--- config.mk ---
export PLATFORM = sky130hd
export DESIGN_NAME = dcache_2way_flat
export DESIGN_NICKNAME = d
export VERILOG_FILES = /design/src/rtl/dcache_pkg.sv /design/src/rtl/dcache_if.sv /design/src/rtl/dcache_way.sv /design/src/rtl/dcache_2way.sv /design/src/flat_wrapper.sv
export SDC_FILE = /design/constraint.sdc
export NUM_CORES = 2
export LEC_CHECK = 0
export ABC_CLOCK_PERIOD_IN_PS = 15400
export CAP_MARGIN = 20
export CORE_MARGIN = 5
export CORE_UTILIZATION = 45
export DETAILED_ROUTE_END_ITERATION = 10
export DONT_BUFFER_PORTS = 1
export GPL_ROUTABILITY_DRIVEN = 1
export PLACE_DENSITY = 0.67
export SLEW_MARGIN = 20
export SYNTH_ARGS = -nofsm -noshare
export SYNTH_HDL_FRONTEND = slang
export SYNTH_HIERARCHICAL = 1
export SYNTH_SLANG_ARGS = --single-unit
--- constraint.sdc ---
create_clock -name clk -period 15.4 [get_ports clk]
set_input_delay 4.62 -clock clk [delete_from_list [all_inputs] [get_ports clk]]
set_output_delay 4.62 -clock clk [all_outputs]
set_load 0.02 [all_outputs]
--- src/rtl/dcache_pkg.sv ---
// Shared types, block geometry and word select/merge helpers for the two-way data cache.
package dcache_pkg;

    typedef enum logic [1:0] {
        COMP = 2'd0,
        ALLC = 2'd1,
        WB   = 2'd2
    } state_e;

    localparam int BLOCK_W    = 128;
    localparam int WORD_W     = 32;
    localparam int WORDS      = 4;
    localparam int WORD_IDX_W = $clog2(WORDS);

    function automatic logic [WORD_W-1:0] word_sel(
        input logic [BLOCK_W-1:0]    block,
        input logic [WORD_IDX_W-1:0] idx
    );
        logic [WORD_W-1:0] w;
        case (idx)
            2'd0:    w = block[31:0];
            2'd1:    w = block[63:32];
            2'd2:    w = block[95:64];
            2'd3:    w = block[127:96];
            default: w = block[31:0];
        endcase
        return w;
    endfunction

    function automatic logic [BLOCK_W-1:0] word_merge(
        input logic [BLOCK_W-1:0]    block,
        input logic [WORD_IDX_W-1:0] idx,
        input logic [WORD_W-1:0]     word
    );
        logic [BLOCK_W-1:0] m;
        m = block;
        case (idx)
            2'd0:    m[31:0]   = word;
            2'd1:    m[63:32]  = word;
            2'd2:    m[95:64]  = word;
            2'd3:    m[127:96] = word;
            default: m         = block;
        endcase
        return m;
    endfunction

endpackage

--- src/rtl/dcache_if.sv ---
// Processor-side and block-memory-side signals of the data cache.
interface dcache_if #(
    parameter int ADDR_W = 30
) ();
    import dcache_pkg::*;

    logic                proc_read;
    logic                proc_write;
    logic [ADDR_W-1:0]   proc_addr;
    logic [WORD_W-1:0]   proc_wdata;
    logic [WORD_W-1:0]   proc_rdata;
    logic                proc_stall;
    logic                mem_read;
    logic                mem_write;
    logic [ADDR_W-3:0]   mem_addr;
    logic [BLOCK_W-1:0]  mem_wdata;
    logic [BLOCK_W-1:0]  mem_rdata;
    logic                mem_ready;

    modport master (
        output proc_read, proc_write, proc_addr, proc_wdata,
        input  proc_rdata, proc_stall,
        input  mem_read, mem_write, mem_addr, mem_wdata,
        output mem_rdata, mem_ready
    );

    modport slave (
        input  proc_read, proc_write, proc_addr, proc_wdata,
        output proc_rdata, proc_stall,
        output mem_read, mem_write, mem_addr, mem_wdata,
        input  mem_rdata, mem_ready
    );

endinterface

--- src/rtl/dcache_way.sv ---
// One way of the cache: valid/dirty/tag/data arrays, hit compare, word-merge write and block fill.
module dcache_way
    import dcache_pkg::*;
#(
    parameter int SETS  = 4,
    parameter int SET_W = 2,
    parameter int TAG_W = 26
) (
    input  logic                  clk,
    input  logic                  rst,
    input  logic [SET_W-1:0]      set_idx,
    input  logic [TAG_W-1:0]      tag,
    input  logic [WORD_IDX_W-1:0] word_idx,
    input  logic                  wr_en,
    input  logic [WORD_W-1:0]     wr_data,
    input  logic                  fill_en,
    input  logic [BLOCK_W-1:0]    fill_data,
    output logic                  hit,
    output logic                  valid,
    output logic                  dirty,
    output logic [TAG_W-1:0]      line_tag,
    output logic [BLOCK_W-1:0]    line_data,
    output logic [WORD_W-1:0]     rd_word
);

    logic [SETS-1:0]    valid_r;
    logic [SETS-1:0]    dirty_r;
    logic [TAG_W-1:0]   tag_r  [SETS];
    logic [BLOCK_W-1:0] data_r [SETS];

    // Line state: a fill installs a clean valid line, a word write marks it dirty
    always_ff @(posedge clk or posedge rst) begin
        if (rst) begin
            valid_r <= '0;
            dirty_r <= '0;
        end else if (fill_en) begin
            valid_r[set_idx] <= 1'b1;
            dirty_r[set_idx] <= 1'b0;
        end else if (wr_en) begin
            dirty_r[set_idx] <= 1'b1;
        end
    end

    // Tag and data storage, deliberately left unreset
    always_ff @(posedge clk) begin
        if (fill_en) begin
            tag_r[set_idx]  <= tag;
            data_r[set_idx] <= fill_data;
        end else if (wr_en) begin
            data_r[set_idx] <= word_merge(data_r[set_idx], word_idx, wr_data);
        end
    end

    assign valid     = valid_r[set_idx];
    assign dirty     = dirty_r[set_idx];
    assign line_tag  = tag_r[set_idx];
    assign line_data = data_r[set_idx];
    assign hit       = valid_r[set_idx] && (tag_r[set_idx] == tag);
    assign rd_word   = word_sel(data_r[set_idx], word_idx);

endmodule

--- src/rtl/dcache_2way.sv ---
// Two-way set-associative write-back, write-allocate data cache with true LRU and saturating perf counters.
module dcache_2way
    import dcache_pkg::*;
#(
    parameter int ADDR_W = 30,
    parameter int SETS   = 4,
    parameter int CNT_W  = 16
) (
    input  logic             clk,
    input  logic             proc_reset,
    dcache_if.slave          bus,
    output logic [CNT_W-1:0] hit_count,
    output logic [CNT_W-1:0] miss_count,
    output logic [CNT_W-1:0] wb_count
);

    localparam int SET_W = $clog2(SETS);
    localparam int TAG_W = ADDR_W - SET_W - 2;

    function automatic logic [CNT_W-1:0] sat_inc(input logic [CNT_W-1:0] c);
        return (&c) ? c : c + CNT_W'(1);
    endfunction

    state_e               state_r, next_s;
    logic [SETS-1:0]      lru_r;
    logic                 victim_r;
    logic                 ready_r;
    logic [BLOCK_W-1:0]   rdata_r;
    logic                 prev_allc_r;

    logic [WORD_IDX_W-1:0] word_s;
    logic [SET_W-1:0]      set_s;
    logic [TAG_W-1:0]      tag_s;
    logic                  req_s, hit_s, hit_way_s, victim_sel_s;
    logic [1:0]            wr_en_s, fill_en_s;
    logic                  lru_upd_s, miss_evt_s, wb_evt_s, hit_evt_s;

    logic [1:0]            hit_w, valid_w, dirty_w;
    logic [TAG_W-1:0]      tag_w  [2];
    logic [BLOCK_W-1:0]    data_w [2];
    logic [WORD_W-1:0]     word_w [2];

    assign word_s = bus.proc_addr[1:0];
    assign set_s  = bus.proc_addr[SET_W+1:2];
    assign tag_s  = bus.proc_addr[ADDR_W-1:SET_W+2];

    for (genvar g = 0; g < 2; g++) begin : g_way
        dcache_way #(
            .SETS  (SETS),
            .SET_W (SET_W),
            .TAG_W (TAG_W)
        ) u_way (
            .clk       (clk),
            .rst       (proc_reset),
            .set_idx   (set_s),
            .tag       (tag_s),
            .word_idx  (word_s),
            .wr_en     (wr_en_s[g]),
            .wr_data   (bus.proc_wdata),
            .fill_en   (fill_en_s[g]),
            .fill_data (rdata_r),
            .hit       (hit_w[g]),
            .valid     (valid_w[g]),
            .dirty     (dirty_w[g]),
            .line_tag  (tag_w[g]),
            .line_data (data_w[g]),
            .rd_word   (word_w[g])
        );
    end

    assign req_s     = bus.proc_read | bus.proc_write;
    assign hit_s     = hit_w[0] | hit_w[1];
    assign hit_way_s = hit_w[1];
    // An empty way is always filled before anything is evicted, way 0 first
    assign victim_sel_s = !valid_w[0] ? 1'b0 :
                          !valid_w[1] ? 1'b1 : lru_r[set_s];

    assign bus.proc_stall = (state_r != COMP) | (req_s & ~hit_s);
    assign bus.proc_rdata = word_w[hit_way_s];
    assign bus.mem_wdata  = data_w[victim_r];

    // Next state, memory request and per-cycle update strobes
    always_comb begin
        next_s        = state_r;
        wr_en_s       = 2'b00;
        fill_en_s     = 2'b00;
        lru_upd_s     = 1'b0;
        miss_evt_s    = 1'b0;
        wb_evt_s      = 1'b0;
        hit_evt_s     = 1'b0;
        bus.mem_read  = 1'b0;
        bus.mem_write = 1'b0;
        bus.mem_addr  = bus.proc_addr[ADDR_W-1:2];
        case (state_r)
            COMP: begin
                if (req_s && hit_s) begin
                    lru_upd_s = 1'b1;
                    hit_evt_s = ~prev_allc_r;
                    if (bus.proc_write) begin
                        wr_en_s[hit_way_s] = 1'b1;
                    end else begin
                        wr_en_s = 2'b00;
                    end
                end else if (req_s) begin
                    miss_evt_s = 1'b1;
                    if (valid_w[victim_sel_s] && dirty_w[victim_sel_s]) begin
                        next_s = WB;
                    end else begin
                        next_s = ALLC;
                    end
                end else begin
                    next_s = COMP;
                end
            end
            WB: begin
                bus.mem_write = ~ready_r;
                bus.mem_addr  = {tag_w[victim_r], set_s};
                if (ready_r) begin
                    wb_evt_s = 1'b1;
                    next_s   = ALLC;
                end else begin
                    next_s   = WB;
                end
            end
            ALLC: begin
                bus.mem_read = ~ready_r;
                if (ready_r) begin
                    fill_en_s[victim_r] = 1'b1;
                    next_s              = COMP;
                end else begin
                    next_s              = ALLC;
                end
            end
            default: begin
                next_s = COMP;
            end
        endcase
    end

    // State register, victim latch, LRU bits and registered memory inputs
    always_ff @(posedge clk or posedge proc_reset) begin
        if (proc_reset) begin
            state_r     <= COMP;
            lru_r       <= '0;
            victim_r    <= 1'b0;
            ready_r     <= 1'b0;
            rdata_r     <= '0;
            prev_allc_r <= 1'b0;
        end else begin
            state_r     <= next_s;
            ready_r     <= bus.mem_ready;
            rdata_r     <= bus.mem_rdata;
            prev_allc_r <= (state_r == ALLC);
            if (miss_evt_s) begin
                victim_r <= victim_sel_s;
            end
            if (lru_upd_s) begin
                lru_r[set_s] <= ~hit_way_s;
            end
        end
    end

    // Saturating performance counters; a refilled access is counted only as a miss
    always_ff @(posedge clk or posedge proc_reset) begin
        if (proc_reset) begin
            hit_count  <= '0;
            miss_count <= '0;
            wb_count   <= '0;
        end else begin
            if (hit_evt_s) begin
                hit_count <= sat_inc(hit_count);
            end
            if (miss_evt_s) begin
                miss_count <= sat_inc(miss_count);
            end
            if (wb_evt_s) begin
                wb_count <= sat_inc(wb_count);
            end
        end
    end

endmodule
--- src/flat_wrapper.sv ---
// flat-port wrapper written by rule: the top's interface ports become plain ports
module dcache_2way_flat import dcache_pkg::*;
#(
    parameter int ADDR_W = 30,
    parameter int SETS   = 4,
    parameter int CNT_W  = 16
)
  (clk, proc_reset, hit_count, miss_count, wb_count, bus_proc_read, bus_proc_write, bus_proc_addr, bus_proc_wdata, bus_proc_rdata, bus_proc_stall, bus_mem_read, bus_mem_write, bus_mem_addr, bus_mem_wdata, bus_mem_rdata, bus_mem_ready);
  dcache_if #(.ADDR_W(ADDR_W)) bus_i ();
  input  logic clk;
  input  logic proc_reset;
  output logic [CNT_W-1:0] hit_count;
  output logic [CNT_W-1:0] miss_count;
  output logic [CNT_W-1:0] wb_count;
  input wire logic [$bits(bus_i.proc_read)-1:0] bus_proc_read;
  input wire logic [$bits(bus_i.proc_write)-1:0] bus_proc_write;
  input wire logic [$bits(bus_i.proc_addr)-1:0] bus_proc_addr;
  input wire logic [$bits(bus_i.proc_wdata)-1:0] bus_proc_wdata;
  output wire logic [$bits(bus_i.proc_rdata)-1:0] bus_proc_rdata;
  output wire logic [$bits(bus_i.proc_stall)-1:0] bus_proc_stall;
  output wire logic [$bits(bus_i.mem_read)-1:0] bus_mem_read;
  output wire logic [$bits(bus_i.mem_write)-1:0] bus_mem_write;
  output wire logic [$bits(bus_i.mem_addr)-1:0] bus_mem_addr;
  output wire logic [$bits(bus_i.mem_wdata)-1:0] bus_mem_wdata;
  input wire logic [$bits(bus_i.mem_rdata)-1:0] bus_mem_rdata;
  input wire logic [$bits(bus_i.mem_ready)-1:0] bus_mem_ready;
  assign bus_i.proc_read = bus_proc_read;
  assign bus_i.proc_write = bus_proc_write;
  assign bus_i.proc_addr = bus_proc_addr;
  assign bus_i.proc_wdata = bus_proc_wdata;
  assign bus_proc_rdata = bus_i.proc_rdata;
  assign bus_proc_stall = bus_i.proc_stall;
  assign bus_mem_read = bus_i.mem_read;
  assign bus_mem_write = bus_i.mem_write;
  assign bus_mem_addr = bus_i.mem_addr;
  assign bus_mem_wdata = bus_i.mem_wdata;
  assign bus_i.mem_rdata = bus_mem_rdata;
  assign bus_i.mem_ready = bus_mem_ready;
  dcache_2way #(.ADDR_W(ADDR_W), .SETS(SETS), .CNT_W(CNT_W)) u_core (.clk(clk), .proc_reset(proc_reset), .bus(bus_i), .hit_count(hit_count), .miss_count(miss_count), .wb_count(wb_count));
endmodule
* Yosys cells after proc, flatten, opt, wreduce, memory -nomap -nowiden
Memories as Yosys holds them, arrays and structs flattened. Index checks and enable logic that the tools add are counted.
Word-level totals: bits of input ports 195, bits in writable memories 1232, register bits 201, memories 4, bits in latches 0, memory bits (read-only) 0, logic and storage cells 174, output and inout port bits 239
Memories:
- u_core.g_way[0].u_way.data_r | words 4, width 128, read ports 1, clocked after memory_dff 0, write ports 1, line dcache_way.sv:29 | logic [BLOCK_W-1:0] data_r [SETS];
- u_core.g_way[1].u_way.data_r | words 4, width 128, read ports 1, clocked after memory_dff 0, write ports 1, line dcache_way.sv:29
- u_core.g_way[0].u_way.tag_r | words 4, width 26, read ports 1, clocked after memory_dff 0, write ports 1, line dcache_way.sv:28 | logic [TAG_W-1:0] tag_r [SETS];
- u_core.g_way[1].u_way.tag_r | words 4, width 26, read ports 1, clocked after memory_dff 0, write ports 1, line dcache_way.sv:28
Operators by class: shifts and indexed selects 0, add/sub/neg operators 3, equal/unequal tests 8, muxes and demuxes 97, $lt $le $gt $ge 9, divide/modulo/power cells 0, $mul 0, bitwise operators 22, reductions and logical operators 18
Operators with widths (count):
- $mux W32 | 27
- $mux W128 | 5
- $pmux W32 S4 | 2
- $mux W26 | 3
- $eq A26 B26 Y1 | 2
- $add A16 B1 Y16 const B | 3
- $reduce_and A16 Y1 | 3
- $mux W1 | 36
- $mux W28 | 1
- $mux W2 | 9
- $mux W4 | 4
- $or A4 B4 Y4 | 4
- $bmux W1 S2 | 5
- $and A4 B4 Y4 | 2
- $logic_and A1 B1 Y1 | 7
- $not A1 Y1 | 7
- $eq A2 B2 Y1 const B | 3
- $lt A1 B2 Y1 const B | 3
- $pmux W2 S3 | 1
- $reduce_and A2 Y1 | 3
- $reduce_bool A2 Y1 | 3
- $or A1 B1 Y1 | 5
- $bwmux W4 | 1
- $eq A2 B1 Y1 const B | 2
- other kinds (11) | 16

* Depth between registers and ports, before layout
depth after elaboration 14, gate-level depth with buffers 18, gate-level depth less buffers 11

* By module
The synthesis kept the hierarchy.
By module, submodules not included:
- dcache_way (u_core.g_way[0].u_way) | cells an instance 1410, area an instance 26435.4 µm², times used 1
- dcache_way (u_core.g_way[1].u_way) | cells an instance 1396, area an instance 26431.6 µm², times used 1
- dcache_2way | cells an instance 648, area an instance 8315.5 µm², times used 1

* Least setup slack after synthesis
OpenSTA, ideal clock, no wires.
path type input port to flip-flop, start input port bus_proc_addr[2], end memory u_core.g_way[0].u_way.data_r[1][0], enable pin, stages 10, data arrival time 16.057 ns, required time 14.601 ns, setup time 0.799 ns, path buffers 2, setup slack -1.456 ns, cells stage by stage buf_6 > clkbuf_1 > mux4_2 > xor2_1 > nor4_1 > nand4_1 > nor4_1 > and4b_1 > nor2_1 > nor3b_1
RTL lines:
- start: declaration | line flat_wrapper.sv:17 | input wire logic [$bits(bus_i.proc_addr)-1:0] bus_proc_addr;
- end: declaration | line dcache_way.sv:29

==> results_dict.tcl <==
set metrics [dict create \
    status "finished, final reports clean" \
    grt_pass1_vias 32696 \
    yosys-mux-area-fraction 0.218 \
    synthXorXnorAreaFrac 0.0120 \
    final_cell_mix "edfxtp_1 (1232), mux4_2 (358), mux2i_1 (332)" \
    rows 135 \
    nFillCells 10821 \
    path_class "in -> out" \
    startpoint "bus_proc_addr[2]" \
    netlist_instances 3454 \
    power.leakage_nw 23.8 \
    whs_ps 463 \
    cp.arrival_ps 8090 \
    routedWlPerCell_um 29.8 \
    first_pass_iters 5 \
    fin_nets 3636 \
    worstSetupStartpointType "input pin" \
    viasPerCell 6.08 \
    critPathMaxFanout 100 \
    num_io_pins 434 \
    layout-drive-gt1-share 0.232 \
    routed_wl_um 159000 \
    crit_required_ps 10780 \
    final_util 0.503 \
    syn_to_final_growth_pct 11.3 \
    avgSynthCellArea_um2 17.7 \
    min_period_over_period 0.825 \
    r2r-start "u_core/g_way[1].u_way/tag_r[0][18]" \
    grt_pass1_wl_um 230000 \
    post_cts_buffers 0 \
    vias 32559 \
    cts_buffer_depth 3 \
    hold_viol 0 \
    synth_top_family_by_area "multiplexers" \
    end_kind "primary output" \
    synth_warnings 6 \
    holdCritPathClass "reg -> reg" \
    synthArstFlopShare 0.140 \
    synth_simple_gate_area_frac 0.0357 \
    synth_edf_count 1232 \
    gp_congestion 0.790 \
    cts_root_buffer "clkbuf_16" \
    cts_tree "built" \
    vdd_ir_drop_max_mv 0.108 \
    synth_cell_types 58 \
    cts.clk_slew.worst_paths_ps 50 \
    grt.overflow.total 0 \
    ys_ff_latch 1433 \
    grt_max_degree 361 \
    ant_nets 0 \
    netlist_area_mm2 0.0612 \
    drt_iter0_markers 3049 \
    setup_violations 0 \
    clock_sinks 1433 \
    die_area_mm2 0.143 \
    crit_end "bus_proc_stall" \
    dieHeight_um 379 \
    fp.dieW_um 379 \
    fmax_mhz 78.7 \
    synthAdderAreaFrac 0.000614 \
    p_per_area_mw_per_mm2 135 \
    numCtsBuffers 152 \
    synth-seq-area-share 0.687 \
    portBuffers 0 \
    regArea_mm2 0.0420 \
    place.detailed.hpwl_um 89800 \
    worstReg2RegEnd "u_core/g_way[1].u_way/data_r[0][121]" \
    tightest_slew_ps 1170 \
    postCtsHoldBufs 0 \
    rsz0062_at_grt "false" \
    clock_skew_ps 39.1 \
    ctsResizeCount 0 \
    ctsHtreeMaxLevel 4 \
    rr_worst_depth 11 \
    multiInputGateArea_mm2 0.0183 \
    core_area_mm2 0.135 \
    drc 0 \
    antenna_found_initial 15 \
    post-route-min-period_ps 12710 \
    insertion_delay_ps 810 \
    synth_compound_area_frac 0.0307 \
    final_common_cell "edfxtp_1" \
    report.final.slew_viol_count 0 \
    grt_usage 0.220 \
    synth-main-ff-cell "edfxtp_1" \
    r2r_setup_slack_ps 9910 \
    relSlewSlack 0.219 \
    start_util 0.452 \
    cap_violations 0 \
    syn-num-nets 3652 \
]
-- synth_stat cells (12+ instances only) --
library cell  number  share of area
clkbuf_1         124         0.0076
nand3_1           16         0.0013
o21ai_0          288          0.024
nor3_1            15         0.0012
dfrtp_1          201          0.082
and3_1            12         0.0012
edfxtp_1        1232           0.60
buf_1             22         0.0013
nand2_1          321          0.020
mux4_2           358           0.13
inv_1             19         0.0012
nand4_1           25         0.0026
mux2i_1          332          0.054
xnor2_1           54         0.0077
xor2_1            30         0.0043
a21oi_1           19         0.0016
mux2_2           171          0.031
nor2_1            39         0.0024
buf_2             54         0.0044
-- critical path, stage by stage --
cell and delay (ps):
buf_16 450, mux4_2 610, xor2_1 160, nor4_1 570, nand4_1 250, nor4_4 410
buf_12 360, or2_1 200, o21ai_0 310
-- area by class of cell --
type | count | area share
diodes | 7 | 0.000257
clock inverters | 67 | 0.0106
multi-input cells | 1790 | 0.269
well taps | 1781 | 0.0327
clock buffers | 218 | 0.0626
inverters | 19 | 0.00116
flip-flops and latches | 1433 | 0.617
repair buffers | 42 | 0.00703
-- how the worst min path moves through the flow --
stage | from | to | slack [ps] | cells after the start
2_1_floorplan | u_core/g_way[0].u_way/valid_r[2] | u_core/g_way[0].u_way/valid_r[2] | 430 | 1
3_3_place_gp | u_core/g_way[0].u_way/valid_r[2] | u_core/g_way[0].u_way/valid_r[2] | 450 | 1
3_5_place_dp | u_core/g_way[0].u_way/valid_r[2] | u_core/g_way[0].u_way/valid_r[2] | 450 | 1
4_1_cts | u_core/g_way[0].u_way/valid_r[2] | u_core/g_way[0].u_way/valid_r[2] | 470 | 1
5_1_grt | u_core/g_way[0].u_way/valid_r[1] | u_core/g_way[0].u_way/valid_r[1] | 480 | 1
6_report | u_core/g_way[1].u_way/valid_r[2] | u_core/g_way[1].u_way/valid_r[2] | 460 | 1
-- cells by family after synthesis --
logic type | Yosys count
DFF | 1433
adders and majority gates | 3
muxes | 861
AOI/OAI and AO/OA | 350
xor gates and xnor gates | 84
buffers and inverters | 231
and+or+nand+nor | 492
-- flip-flops by register name, indices dropped and copies added, names as in the netlist, named ones only --
signal and count:
u_core/state_r 2, u_core/lru_r 4, u_core/victim_r 1, u_core/rdata_r 128
u_core/g_way.u_way/data_r 1024, u_core/ready_r 1, u_core/hit_count 16, u_core/prev_allc_r 1
u_core/g_way.u_way/valid_r 8, u_core/g_way.u_way/tag_r 208, u_core/wb_count 16, u_core/miss_count 16
-- metrics by stage --
step                setup slack [ps]  power [mW]  setup TNS (ps)  instance area, um^2  cells
floorplan                      -1330        5.35         -679240                61200   3454
global placement                2630        5.61               0                63000   5061
detailed placement              2620        5.62               0                63000   5061
CTS                             2600        9.22               0                68000   5346
global route                    2570        9.48               0                68100   5353
finish                          2690        9.18               0                68100   5357
-- routing by layer --
| layer | global-route usage | vias to the layer above | wire (um) |
|---|---|---|---|
| li1 | - | 13718 | - |
| met1 | 0.300 | 17307 | 65100 |
| met2 | 0.356 | 1287 | 77100 |
| met3 | 0.0539 | 243 | 12700 |
| met4 | 0.0657 | 4 | 4580 |
| met5 | 0 | - | 27 |
-- report_power, final --
part	internal, mW	switching [mW]
Clock	2.07	1.54
Sequential	4.39	0.105
Combinational	0.387	0.679
Note: power is estimated with default switching activity, not from simulation.
